**config.mk**
```make
export PLATFORM = sky130hd
export DESIGN_NAME = seq_game_core
export DESIGN_NICKNAME = d
export VERILOG_FILES = /design/src/rtl/seq_game_core.sv
export SDC_FILE = /design/constraint.sdc
export NUM_CORES = 1
export LEC_CHECK = 0
export ABC_AREA = 1
export BUFFER_PORTS_ARGS = -buffer_cell sky130_fd_sc_hd__buf_2
export CAP_MARGIN = 20
export CORE_MARGIN = 5
export CORE_UTILIZATION = 25
export DETAILED_ROUTE_END_ITERATION = 16
export PLACE_DENSITY = 0.41
export SLEW_MARGIN = 10
export SYNTH_ARGS = -nofsm -noshare
export SYNTH_HDL_FRONTEND = slang
export SYNTH_SLANG_ARGS = --single-unit
```
**constraint.sdc**
```tcl
create_clock -name clk -period 3 [get_ports clk]
set_input_delay 0.15 -clock clk [delete_from_list [all_inputs] [get_ports clk]]
set_output_delay 0.15 -clock clk [all_outputs]
set_load 0.01 [all_outputs]
```
**src/rtl/seq_game_core.sv**
```systemverilog
// seq_game_core: memory-game sequencer. Plays a stored note sequence of growing
// length on tone/led, then checks the player's keypad echo note by note.
module seq_game_core #(
  parameter int NOTE_BITS     = 3,
  parameter int MAX_LEN       = 8,
  parameter int START_LEN     = 1,
  parameter int TICK_DIV      = 5000000,
  parameter int NOTE_TICKS    = 3,
  parameter int GAP_TICKS     = 1,
  parameter int TIMEOUT_TICKS = 20,
  parameter int LIVES         = 3,
  parameter int SCORE_W       = 8
) (
  input  logic                     clk,
  input  logic                     reset,
  input  logic [4*MAX_LEN-1:0]     seq_in,
  input  logic                     load,
  input  logic                     start,
  input  logic                     key_valid,
  input  logic [NOTE_BITS:0]       key_code,
  output logic [NOTE_BITS:0]       tone,
  output logic [2**NOTE_BITS-1:0]  led,
  output logic                     busy,
  output logic                     accepting,
  output logic [3:0]               level,
  output logic [3:0]               lives_left,
  output logic [SCORE_W-1:0]       score,
  output logic                     miss,
  output logic                     seq_loaded,
  output logic                     game_win,
  output logic                     game_over
);

  localparam int NW     = NOTE_BITS + 1;
  localparam int LED_N  = 2**NOTE_BITS;
  localparam int SEQ_W  = MAX_LEN * NOTE_BITS;
  localparam int DIV_W  = (TICK_DIV > 1) ? $clog2(TICK_DIV) : 1;
  localparam int MAX_T1 = (NOTE_TICKS > GAP_TICKS) ? NOTE_TICKS : GAP_TICKS;
  localparam int MAX_T  = (MAX_T1 > TIMEOUT_TICKS) ? MAX_T1 : TIMEOUT_TICKS;
  localparam int TK_W   = (MAX_T > 1) ? $clog2(MAX_T + 1) : 1;

  localparam logic [DIV_W-1:0] DIV_LAST  = DIV_W'(TICK_DIV - 1);
  localparam logic [TK_W-1:0]  NOTE_LAST = TK_W'(NOTE_TICKS - 1);
  localparam logic [TK_W-1:0]  GAP_LAST  = TK_W'(GAP_TICKS - 1);
  localparam logic [TK_W-1:0]  TO_LAST   = TK_W'(TIMEOUT_TICKS - 1);

  typedef enum logic [3:0] {
    S_IDLE     = 4'd0,
    S_PLAY_ON  = 4'd1,
    S_PLAY_GAP = 4'd2,
    S_WAIT_KEY = 4'd3,
    S_ECHO     = 4'd4,
    S_CHECK    = 4'd5,
    S_MISS     = 4'd6,
    S_WIN      = 4'd7,
    S_LOSE     = 4'd8
  } state_t;

  state_t             state_q, state_d;
  logic [DIV_W-1:0]   div_q, div_d;
  logic [TK_W-1:0]    tick_q, tick_d;
  logic [SEQ_W-1:0]   seq_q, seq_d;
  logic [3:0]         idx_q, idx_d;
  logic [NW-1:0]      key_q, key_d;
  logic [3:0]         level_q, level_d;
  logic [3:0]         lives_q, lives_d;
  logic [SCORE_W-1:0] score_q, score_d;
  logic               loaded_q, loaded_d;
  logic               win_q, win_d;
  logic               over_q, over_d;
  logic [NW-1:0]      tone_q, tone_d;
  logic [LED_N-1:0]   led_q, led_d;
  logic               busy_q, busy_d;
  logic               acc_q, acc_d;
  logic               miss_q, miss_d;

  logic               active_s;
  logic               tick_end_s;
  logic [3:0]         last_idx_s;
  logic [SCORE_W:0]   score_sum_s;
  logic               unused_seq_bits_s;

  // The spare top bit of each seq_in nibble carries no note information.
  assign unused_seq_bits_s = ^seq_in;

  // Stored field k is played as note value field + 1, so 0 never matches.
  function automatic logic [NW-1:0] note_at(input logic [SEQ_W-1:0] s, input logic [3:0] i);
    logic [NW-1:0] r;
    r = '0;
    for (int k = 0; k < MAX_LEN; k++) begin
      if (i == 4'(k)) r = NW'(s[k*NOTE_BITS +: NOTE_BITS]) + NW'(1'b1);
    end
    return r;
  endfunction

  // Next-state logic, game bookkeeping and the per-state prescaler.
  always_comb begin
    state_d  = state_q;
    idx_d    = idx_q;
    key_d    = key_q;
    level_d  = level_q;
    lives_d  = lives_q;
    score_d  = score_q;
    seq_d    = seq_q;
    loaded_d = loaded_q;
    win_d    = win_q;
    over_d   = over_q;
    active_s    = !((state_q == S_IDLE) || (state_q == S_WIN) || (state_q == S_LOSE));
    tick_end_s  = (div_q == DIV_LAST);
    last_idx_s  = level_q - 4'd1;
    score_sum_s = {1'b0, score_q} + (SCORE_W+1)'(level_q);

    case (state_q)
      S_IDLE, S_WIN, S_LOSE: begin
        if (load) begin
          for (int k = 0; k < MAX_LEN; k++) begin
            seq_d[k*NOTE_BITS +: NOTE_BITS] = seq_in[4*k +: NOTE_BITS];
          end
          loaded_d = 1'b1;
        end else begin
          loaded_d = loaded_q;
        end
        // A same-cycle load supplies the sequence for this start.
        if (start && (loaded_q || load)) begin
          state_d = S_PLAY_ON;
          level_d = 4'(START_LEN);
          lives_d = 4'(LIVES);
          score_d = '0;
          win_d   = 1'b0;
          over_d  = 1'b0;
          idx_d   = 4'd0;
        end else begin
          state_d = state_q;
        end
      end
      S_PLAY_ON: begin
        if (tick_end_s && (tick_q == NOTE_LAST)) state_d = S_PLAY_GAP;
        else state_d = state_q;
      end
      S_PLAY_GAP: begin
        if (tick_end_s && (tick_q == GAP_LAST)) begin
          if (idx_q == last_idx_s) begin
            idx_d   = 4'd0;
            state_d = S_WAIT_KEY;
          end else begin
            idx_d   = idx_q + 4'd1;
            state_d = S_PLAY_ON;
          end
        end else begin
          state_d = state_q;
        end
      end
      S_WAIT_KEY: begin
        // A key arriving on the expiry cycle takes priority over the timeout.
        if (key_valid) begin
          key_d   = key_code;
          state_d = S_ECHO;
        end else if ((TIMEOUT_TICKS != 0) && tick_end_s && (tick_q == TO_LAST)) begin
          state_d = S_MISS;
        end else begin
          state_d = state_q;
        end
      end
      S_ECHO: begin
        if (tick_end_s && (tick_q == NOTE_LAST)) state_d = S_CHECK;
        else state_d = state_q;
      end
      S_CHECK: begin
        if (key_q != note_at(seq_q, idx_q)) begin
          state_d = S_MISS;
        end else if (idx_q != last_idx_s) begin
          idx_d   = idx_q + 4'd1;
          state_d = S_WAIT_KEY;
        end else begin
          score_d = score_sum_s[SCORE_W] ? {SCORE_W{1'b1}} : score_sum_s[SCORE_W-1:0];
          if (level_q == 4'(MAX_LEN)) begin
            win_d   = 1'b1;
            state_d = S_WIN;
          end else begin
            level_d = level_q + 4'd1;
            idx_d   = 4'd0;
            state_d = S_PLAY_ON;
          end
        end
      end
      S_MISS: begin
        lives_d = lives_q - 4'd1;
        if (lives_q <= 4'd1) begin
          over_d  = 1'b1;
          state_d = S_LOSE;
        end else begin
          idx_d   = 4'd0;
          state_d = S_PLAY_ON;
        end
      end
      default: begin
        state_d = S_IDLE;
      end
    endcase

    if ((state_d != state_q) || !active_s) begin
      div_d  = '0;
      tick_d = '0;
    end else if (tick_end_s) begin
      div_d  = '0;
      tick_d = tick_q + TK_W'(1'b1);
    end else begin
      div_d  = div_q + DIV_W'(1'b1);
      tick_d = tick_q;
    end
  end

  // Output decode from the next state so every output register lines up with its state.
  always_comb begin
    tone_d = '0;
    led_d  = '0;
    case (state_d)
      S_PLAY_ON: tone_d = note_at(seq_d, idx_d);
      S_ECHO:    tone_d = key_d;
      default:   tone_d = '0;
    endcase
    for (int i = 0; i < LED_N; i++) begin
      led_d[i] = (tone_d == NW'(i + 1));
    end
    busy_d = !((state_d == S_IDLE) || (state_d == S_WIN) || (state_d == S_LOSE));
    acc_d  = (state_d == S_WAIT_KEY);
    miss_d = (state_d == S_MISS);
  end

  // State and output registers with synchronous active-low reset.
  always_ff @(posedge clk) begin
    if (!reset) begin
      state_q  <= S_IDLE;
      div_q    <= '0;
      tick_q   <= '0;
      seq_q    <= '0;
      idx_q    <= 4'd0;
      key_q    <= '0;
      level_q  <= 4'd0;
      lives_q  <= 4'd0;
      score_q  <= '0;
      loaded_q <= 1'b0;
      win_q    <= 1'b0;
      over_q   <= 1'b0;
      tone_q   <= '0;
      led_q    <= '0;
      busy_q   <= 1'b0;
      acc_q    <= 1'b0;
      miss_q   <= 1'b0;
    end else begin
      state_q  <= state_d;
      div_q    <= div_d;
      tick_q   <= tick_d;
      seq_q    <= seq_d;
      idx_q    <= idx_d;
      key_q    <= key_d;
      level_q  <= level_d;
      lives_q  <= lives_d;
      score_q  <= score_d;
      loaded_q <= loaded_d;
      win_q    <= win_d;
      over_q   <= over_d;
      tone_q   <= tone_d;
      led_q    <= led_d;
      busy_q   <= busy_d;
      acc_q    <= acc_d;
      miss_q   <= miss_d;
    end
  end

  assign tone       = tone_q;
  assign led        = led_q;
  assign busy       = busy_q;
  assign accepting  = acc_q;
  assign level      = level_q;
  assign lives_left = lives_q;
  assign score      = score_q;
  assign miss       = miss_q;
  assign seq_loaded = loaded_q;
  assign game_win   = win_q;
  assign game_over  = over_q;

endmodule

```
### Word level (Yosys, flattened, before mapping)

Cells that the tools add are included.

* register bits after elaboration: 98
* bits of input ports: 41
* output and inout bits: 34
* word-level logic and storage cells: 180

* add/sub/neg operators: 23
* order comparisons: 1
* equal/unequal tests: 50
* muxes and demuxes: 61
* bitwise gates (word level): 1
* reductions and logical operators: 27

Operators by type and width (count)
* two-way mux 4 bit: 38
* == test 4 x 3 -> 1 bit, second input constant: 19
* adder 3 x 1 -> 4 bit, second input constant: 16
* two-way mux 24 bit: 2
* == test 4 x 2 -> 1 bit, second input constant: 9
* two-way mux 8 bit: 4
* one-hot mux 4 bit (7 select lines): 1
* one-hot mux 4 bit (2 select lines): 3
* adder 23 x 1 -> 23 bit, second input constant: 1
* == test 23 bit, second input constant: 1
* == test 4 x 1 -> 1 bit, second input constant: 5
* == test 4 bit, second input constant: 4
* logical NOT 4 bit: 4
* one-hot mux 4 bit (4 select lines): 1
* one-hot mux 8 bit (2 select lines): 1
* inequality test 2 bit, second input constant: 6
* inequality test 4 bit: 3
* AND reduction 5 bit: 2
* adder 8 x 4 -> 9 bit: 1
* two-way mux 3 bit: 3
* adder 4 x 1 -> 4 bit, second input constant: 2
* subtractor 4 x 1 -> 4 bit, second input constant: 2
* logical OR 1 bit: 6
* OR reduction 3 bit: 2
* other kinds (17): 27

### Longest topological paths before layout

Gate-level depths: netlist of the first run.

* depth after elaboration: 24
* mapped depth: 45
* mapped depth without buffers: 45

### Least setup slack after synthesis of the first run

Ideal clock, no wire load.

* kind: reg-to-reg
* start: register idx_q[1]
* end: register led_q[1], in the netlist led[1]
* setup time: 0.114 ns
* arrival time: 3.160 ns
* required time: 2.886 ns
* path slack: -0.273 ns
* stages on the path, launching flop included: 45
* path buffers: 0
* period minus slack after synthesis: 3.273 ns
* path through: dfxtp_1 > inv_1 > ha_1 > inv_1 > nand4_1 > nand3_2 > nand2_1 > nand2_1 > nand2_1 > nand2_1 > nand2_1 > nand2_1 > nand2_1 > nand2_1 > nand2_1 > nand2_1 > nand2_1 > nand2_1 > [9 not listed] > nand2_1 > nand2_1 > nand2_1 > nand2_1 > nand2_1 > nand2_1 > nand2_1 > nand2_1 > nand2_1 > nand2_1 > nand2_1 > nand2_1 > nand2_1 > nand2_2 > nand2_2 > inv_2 > nand2_1 > nor2_1

* cells in the longest elaborated chain, start to end: 24
* elaborated cells on any way between the ends: 54
* those cells by class: add/sub: 1; eq/ne: 20; mux: 31; reduce/logical: 2

Ends and longest elaborated chain
* from (decl): RTL line 63 `logic [3:0] idx_q, idx_d;`
* from (signal assigned): RTL line 255 `idx_q <= idx_d;`
* logical NOT 4 bit: RTL line 91 `if (i == 4'(k)) r = NW'(s[k*NOTE_BITS +: NOTE_BITS]) + NW'(1'b1);`
* two-way mux 4 bit (8 in series): RTL line 91
* two-way mux 4 bit: RTL line 113 `case (state_q)`
* inequality test 4 bit: RTL line 169 `if (key_q != note_at(seq_q, idx_q)) begin`
* two-way mux 4 bit: RTL line 169
* one-hot mux 4 bit (4 select lines): RTL line 113
* logical NOT 4 bit: RTL line 91
* two-way mux 4 bit (8 in series): RTL line 91
* one-hot mux 4 bit (2 select lines) (*): RTL line 217 `case (state_d)`
* == test 4 x 2 -> 1 bit (*): RTL line 223 `led_d[i] = (tone_d == NW'(i + 1));`
* to (signal assigned): RTL line 264 `led_q <= led_d;`
* to (decl): RTL line 72 `logic [LED_N-1:0] led_q, led_d;`

Mark *: on every way between the ends. The rest lies on a longest branch, timed or not. The select of a mux whose other input is x is not followed.
A chain may end at the register's enable or synchronous reset.

### Worst setup path in the final report of the first run

* start: register idx_q[0]
* end: register led_q[3], in the netlist led[3]

* cells in the longest elaborated chain, start to end: 24
* elaborated cells on any way between the ends: 54
* those cells by class: add/sub: 1; eq/ne: 20; mux: 31; reduce/logical: 2

Ends and longest elaborated chain (RTL line)
* logical NOT 4 bit: 91
* two-way mux 4 bit (8 in series): 91
* two-way mux 4 bit: 113
* inequality test 4 bit: 169
* two-way mux 4 bit: 169
* one-hot mux 4 bit (4 select lines): 113
* logical NOT 4 bit: 91
* two-way mux 4 bit (8 in series): 91
* one-hot mux 4 bit (2 select lines) (*): 217
* == test 4 x 3 -> 1 bit (*): 223

Marks and branches as above.

==> results of run 1 <==
==> critical path, delay by kind of cell (launching register included) <==
kind | cells | cell delay (ps)
simple gates | 24 | 2260
compound gates | 2 | 400
flops | 1 | 370
buf+inv | 5 | 360
fa+ha+maj | 1 | 130
==> worst paths after layout <==
path | from | endpoint | cells after the start
hold reg to reg | game_win | game_win | 2
setup / recovery | idx_q[0] | led[3] | 32
hold / removal | key_code[3] | key_q[3] | 3
setup reg to reg | idx_q[0] | led[3] | 32
==> synth_stat cells (all sizes together) (2+ instances only) <==
| cell | instances |
|---|---|
| clkbuf | 12 |
| nand2 | 194 |
| nand4 | 21 |
| a31oi | 6 |
| dfxtp | 98 |
| or2 | 6 |
| nor2 | 141 |
| nor3b | 10 |
| a21oi | 40 |
| nand3 | 41 |
| xnor2 | 18 |
| xor2 | 18 |
| a211oi | 5 |
| o31ai | 2 |
| clkinv | 2 |
| o22ai | 2 |
| nor4 | 5 |
| o211ai | 5 |
| ha | 33 |
| nor3 | 26 |
| inv | 162 |
| buf | 2 |
| nand3b | 2 |
| a21boi | 2 |
| o21ai | 53 |
==> sequential cells by signal, summed over array words and instances, names as in the netlist, 4 cells and up <==
signal	cells
lives_left	4
idx_q	4
tone	4
div_q	23
tick_q	5
seq_q	24
level	4
led	8
key_q	4
score	8
state_q	4
==> repair_timing <==
action | in CTS | in global routing
resized for setup | 38 | 88
buffers inserted | 4 | 11
cloned | 3 | 0
setup endpoints to repair | 43 | 56
pin swaps | 20 | 28
==> final cells by class <==
type | instances | area [um^2] | area share, %
multi-input combinational | 637 | 3996 | 43.44
sequential | 98 | 1976 | 21.48
clock buffer | 9 | 225.2 | 2.448
timing repair buffer | 252 | 1856 | 20.17
clock inverter | 7 | 91.34 | 0.9929
inverter | 164 | 649.4 | 7.059
tap | 324 | 405.4 | 4.407
==> metal layers <==
| metal | wire (um) | vias up |
|---|---|---|
| met3 | 603 | 14 |
| met4 | 209 | 2 |
| met1 | 9687 | 2852 |
| met2 | 8154 | 72 |
| li1 | - | 3405 |
| met5 | 7 | - |
==> cells by family after synthesis <==
kind of cell | count (synthesis) | share of synthesized area (%)
DFF | 98 | 31.72
xor gates and xnor gates | 36 | 5.097
buffers and inverters | 178 | 11.25
AOI/OAI and AO/OA | 120 | 10.94
adders and majority gates | 34 | 6.998
and+or+nand+nor | 447 | 34.00
==> power by group <==
part / internal (mW) / switching, mW
sequential: 1.34 / 0.0297
combinational: 0.301 / 0.362
clock: 0.675 / 0.602
total: 2.32 / 0.993
==> run summary, run 1 <==
CTS Buf Count -> 9
Fillcell total -> 2596
DIE HEIGHT -> 167.3 um
Busiest grt layer -> met2
M1 GR Usage -> 19.12%
H-tree depth -> 3
DRC -> 0
DR vias/cell -> 4.256
N_diodes -> 0
DR pass1 iterations -> 4
P&R area growth vs syn -> 48.71%
Placer Congestion -> 0.8469
Final instance area -> 0.009199 mm^2
Most common cell after layout, fill and taps aside -> buf_4
Post-synth EDFFs -> 0
Port Buffers -> 66
Clock latency on the worst-skew pair -> 360 ps
CP dominant cell by count -> nand2_1
Non-filler cells, final -> 1491
Fin util -> 37.82%
Routed wire per std cell -> 12.52 um
Relative slew slack -> 64.16%
Clock sinks -> 98
Area share of the largest cell type after synthesis -> 31.72%
Final nets -> 1237
Largest area contributor in the netlist -> dfxtp_1
CTS tree -> built
Pwr/cell area -> 360.0 mW/mm^2
CP endpoint kind -> register
Gr ovfl total -> 0
Unrepaired setup endpoints after global routing -> true
Final min period -> 3609 ps
Post-route clock skew -> 8.571 ps
Max Cap Viol -> 0
Synth top area cells -> dfxtp_1, nand2_1, inv_1, nor2_1, ha_1
Synth Register Bits -> 98
Ys flop type -> dfxtp_1
Fmax -> 277.1 MHz
CTS Buffer Depth -> 2
Routed wire length -> 18.66 mm
Dpl hpwl -> 14.34 mm
Peak supply drop -> 0.0002041 V
Min Hold Slack -> 102.1 ps
Yosys warns -> 0
Antenna violations before repair -> 1
Largest net degree at the start of global routing -> 33
Failing checks -> negative setup slack
Mean Syn Cell Area -> 6.775 um^2
Required time of the critical path -> 3300 ps
Iter 0 DRT Violations -> 301
Commonest non-fill, non-tap cells in the layout -> buf_4, nand2_1, inv_1, nor2_1, dfxtp_1
Layout cell share with drive strength beyond 1 -> 35.90%
Async set-reset flop share out of synthesis -> 0%
Core region area -> 0.02432 mm^2
Final hold violations -> 0
Fin worst setup slack -> -609.1 ps
Post-Syn Nets -> 988
Post-Place Setup Slack -> -624.7 ps
First-pass GRT wire length -> 30.73 mm
Register-to-register setup slack -> -610 ps
Met3 usage -> 2.876%
Startpoint Class -> register
Final Cycle Share -> 120.3%
WP data arrival -> 3910 ps
Final Max Slew Viols -> 0
Crit path kind -> reg2reg
Clock slew at reported path FFs -> 70 ps
Final ANT Viol Nets -> 0
Synth Cell Area -> 0.006186 mm^2
Final setup fails -> 40
Die Wd -> 167.3 um
Global-route usage over all layers -> 13.27%
CTS root buf -> clkbuf_16
Max stage delay on crit path -> 370 ps
Met2 Use GR -> 20.29%
Hold_buf cts -> 0
Total chip power -> 3.312 mW
Area after DPL -> 0.008237 mm^2
Worst Hold Class -> in2reg
Critical-path maximum fanout -> 7
Setup TNS -> -12360 ps
Post-synthesis cell type count -> 48
Row count -> 57
Initial Utilization -> 25.44%
Via count -> 6345
Sequential area share after synthesis -> 31.72%
Vias in the first global route -> 6321
Run status -> complete, but fails checks
Leakage power -> 4.328 nW
Die Area -> 0.02799 mm^2
Cell count after placement -> 1460
Worst path slowest cell -> dfxtp_4
Slew @ Worst Pin -> 533.5 ps
Num ports -> 75
Syn Inst Count -> 913
Note: power is estimated with default switching activity, not from simulation.
==> run 2, diff against run 1 <==
--- a/config.mk
+++ b/config.mk
@@ -8,10 +8,10 @@
 export ABC_AREA = 1
 export BUFFER_PORTS_ARGS = -buffer_cell sky130_fd_sc_hd__buf_2
 export CAP_MARGIN = 20
-export CORE_MARGIN = 5
+export CORE_MARGIN = 4
 export CORE_UTILIZATION = 25
 export DETAILED_ROUTE_END_ITERATION = 16
-export PLACE_DENSITY = 0.41
+export PLACE_DENSITY = 0.4
 export SLEW_MARGIN = 10
 export SYNTH_ARGS = -nofsm -noshare
 export SYNTH_HDL_FRONTEND = slang
==> constraint.sdc (replaced) <==
create_clock -name clk -period 3.7 [get_ports clk]
set_input_delay 0.185 -clock clk [delete_from_list [all_inputs] [get_ports clk]]
set_output_delay 0.185 -clock clk [all_outputs]
set_load 0.01 [all_outputs]
==> run summary, run 2 (synthesized netlist as in run 1, its figures left out) <==
Critical-path maximum fanout -> 5 (was 7)
FF/Latch Area -> 0.001974 mm^2 (was 0.001976 mm^2)
Dpl hpwl -> 13.12 mm (was 14.34 mm)
Largest regs -> seq_q (24), div_q (23) (unchanged)
CTS tree -> built (unchanged)
Max reg flops -> 24 (unchanged)
Die Area -> 0.02732 mm^2 (was 0.02799 mm^2)
CP dominant cell by count -> nand2_1 (unchanged)
DRC -> 0 (unchanged)
Routed wire length -> 17.09 mm (was 18.66 mm)
Final min period -> 3687 ps (was 3609 ps)
Unrepaired setup endpoints after global routing -> true (unchanged)
Initial Utilization -> 25.44% (unchanged)
Fillcell total -> 2630 (was 2596)
Startpoint Class -> register (unchanged)
WP data arrival -> 3940 ps (was 3910 ps)
Peak supply drop -> 0.0002200 V (was 0.0002041 V)
Clock sinks -> 98 (unchanged)
Global-route usage over all layers -> 12.67% (was 13.27%)
Die Wd -> 165.3 um (was 167.3 um)
P&R area growth vs syn -> 31.82% (was 48.71%)
CTS root buf -> clkbuf_16 (unchanged)
Final ANT Viol Nets -> 0 (unchanged)
DIE HEIGHT -> 165.3 um (was 167.3 um)
Gr ovfl total -> 0 (unchanged)
Final Max Slew Viols -> 0 (unchanged)
Clock slew at reported path FFs -> 80 ps (was 70 ps)
Final hold violations -> 0 (unchanged)
Largest net degree at the start of global routing -> 29 (was 33)
Pwr/cell area -> 315.7 mW/mm^2 (was 360.0 mW/mm^2)
Via count -> 5880 (was 6345)
Port Buffers -> 66 (unchanged)
Multi-input logic area -> 0.003867 mm^2 (was 0.003996 mm^2)
N_diodes -> 0 (unchanged)
DR vias/cell -> 4.267 (was 4.256)
Core region area -> 0.02432 mm^2 (unchanged)
Relative slew slack -> 57.76% (was 64.16%)
Antenna violations before repair -> 1 (unchanged)
Placer Congestion -> 0.8098 (was 0.8469)
First-pass GRT wire length -> 27.90 mm (was 30.73 mm)
Final nets -> 1124 (was 1237)
Post-route clock skew -> 10.54 ps (was 8.571 ps)
Final Cycle Share -> 99.66% (was 120.3%)
Hold_buf cts -> 0 (unchanged)
Fin util -> 33.53% (was 37.82%)
Crit path kind -> reg2reg (unchanged)
CP endpoint kind -> register (unchanged)
Final instance area -> 0.008154 mm^2 (was 0.009199 mm^2)
Commonest non-fill, non-tap cells in the layout -> nand2_1, inv_1, nor2_1, dfxtp_1 (was buf_4, nand2_1, inv_1, nor2_1, dfxtp_1)
Area after DPL -> 0.007355 mm^2 (was 0.008237 mm^2)
CTS Buf Count -> 9 (unchanged)
Iter 0 DRT Violations -> 316 (was 301)
Vias in the first global route -> 5717 (was 6321)
CTS Buffer Depth -> 2 (unchanged)
Register-to-register setup slack -> 10 ps (was -610 ps)
H-tree depth -> 3 (unchanged)
Row count -> 57 (unchanged)
Final setup fails -> 0 (was 40)
Fmax -> 271.2 MHz (was 277.1 MHz)
Reg with most FFs -> seq_q (unchanged)
Routed wire per std cell -> 12.40 um (was 12.52 um)
Run status -> completed (was complete, but fails checks)
Worst Hold Class -> in2reg (unchanged)
Min Hold Slack -> 125.1 ps (was 102.1 ps)
DR pass1 iterations -> 5 (was 4)
Max stage delay on crit path -> 380 ps (was 370 ps)
Layout cell share with drive strength beyond 1 -> 26.66% (was 35.90%)
Most common cell after layout, fill and taps aside -> nand2_1 (was buf_4)
Worst path slowest cell -> dfxtp_4 (unchanged)
Setup TNS -> 0 ps (was -12360 ps)
Slew @ Worst Pin -> 632.7 ps (was 533.5 ps)
Clock latency on the worst-skew pair -> 350 ps (was 360 ps)
Leakage power -> 3.699 nW (was 4.328 nW)
Num ports -> 75 (unchanged)
Max Cap Viol -> 0 (unchanged)
Required time of the critical path -> 3950 ps (was 3300 ps)
[run 2: cell types whose count changed in the layout (fill, tap and decap cells not counted), moves of 3 or more]
cell,delta
nor3_1,+5
nor2_2,-6
buf_4,-106
buf_6,-3
a21oi_2,-5
nor3_4,-3
a21oi_1,+6
buf_12,-4
nor2_1,+4
[run 2: layout make-up]
| type | count | area share [%] |
|---|---|---|
| Sequential cell | 98 | 24.21 |
| Timing Repair Buffer | 139 | 11.54 |
| Inverter | 164 | 7.948 |
| Tap cell | 324 | 4.972 |
| Clock buffer | 10 | 2.931 |
| Clock inverter | 6 | 0.9667 |
| Multi-Input combinational cell | 637 | 47.43 |
[run 2: worst paths after layout]
| path | depth (start not counted) | to | startpoint |
|---|---|---|---|
| worst max-delay path | 32 | led[7] | idx_q[1] |
| worst min-delay path | 3 | key_q[0] | key_code[0] |
| worst max register to register | 32 | led[7] | idx_q[1] |
| worst min register to register | 2 | seq_loaded | seq_loaded |
[run 2: per-layer routing]
layer	track usage (%)	vias to the layer above	wire length (um)
li1	-	3178	-
met1	17.75	2617	8833
met2	19.93	73	7442
met3	2.829	10	674
met4	2.812	2	122
met5	0	-	13
[run 2: critical path: cells and delay by family, from the launching register on]
kind	cells	cell delay (ps)
flops	1	380
buf+inv	6	570
simple gates	21	2030
fa+ha+maj	1	140
compound gates	4	480
[run 2: report_power, final]
part	internal (mW)	total (mW)	switching, mW
logic	0.170	0.428	0.258
clock network	0.560	1.03	0.469
registers	1.09	1.12	0.0284
total	1.82	2.57	0.755
[run 2: stage by stage]
step                      worst slack (ps)  cells  total power [mW]
after detailed placement            -143.0   1354             1.546
after global placement              -109.2   1354             1.548
after global routing                -292.4   1378             2.729
after CTS                            3.893   1371             2.598
after floorplan                      426.6    913             1.393
final                                12.68   1378             2.575
[run 2: repair_timing]
item | 4_1_cts | 5_1_grt
buffers inserted | 1 | 5
endpoints found under the setup margin | 11 | 40
pin swaps | 22 | 29
gates cloned | 0 | 2
gates resized for setup | 35 | 76
hold endpoints to repair | 0 | 0
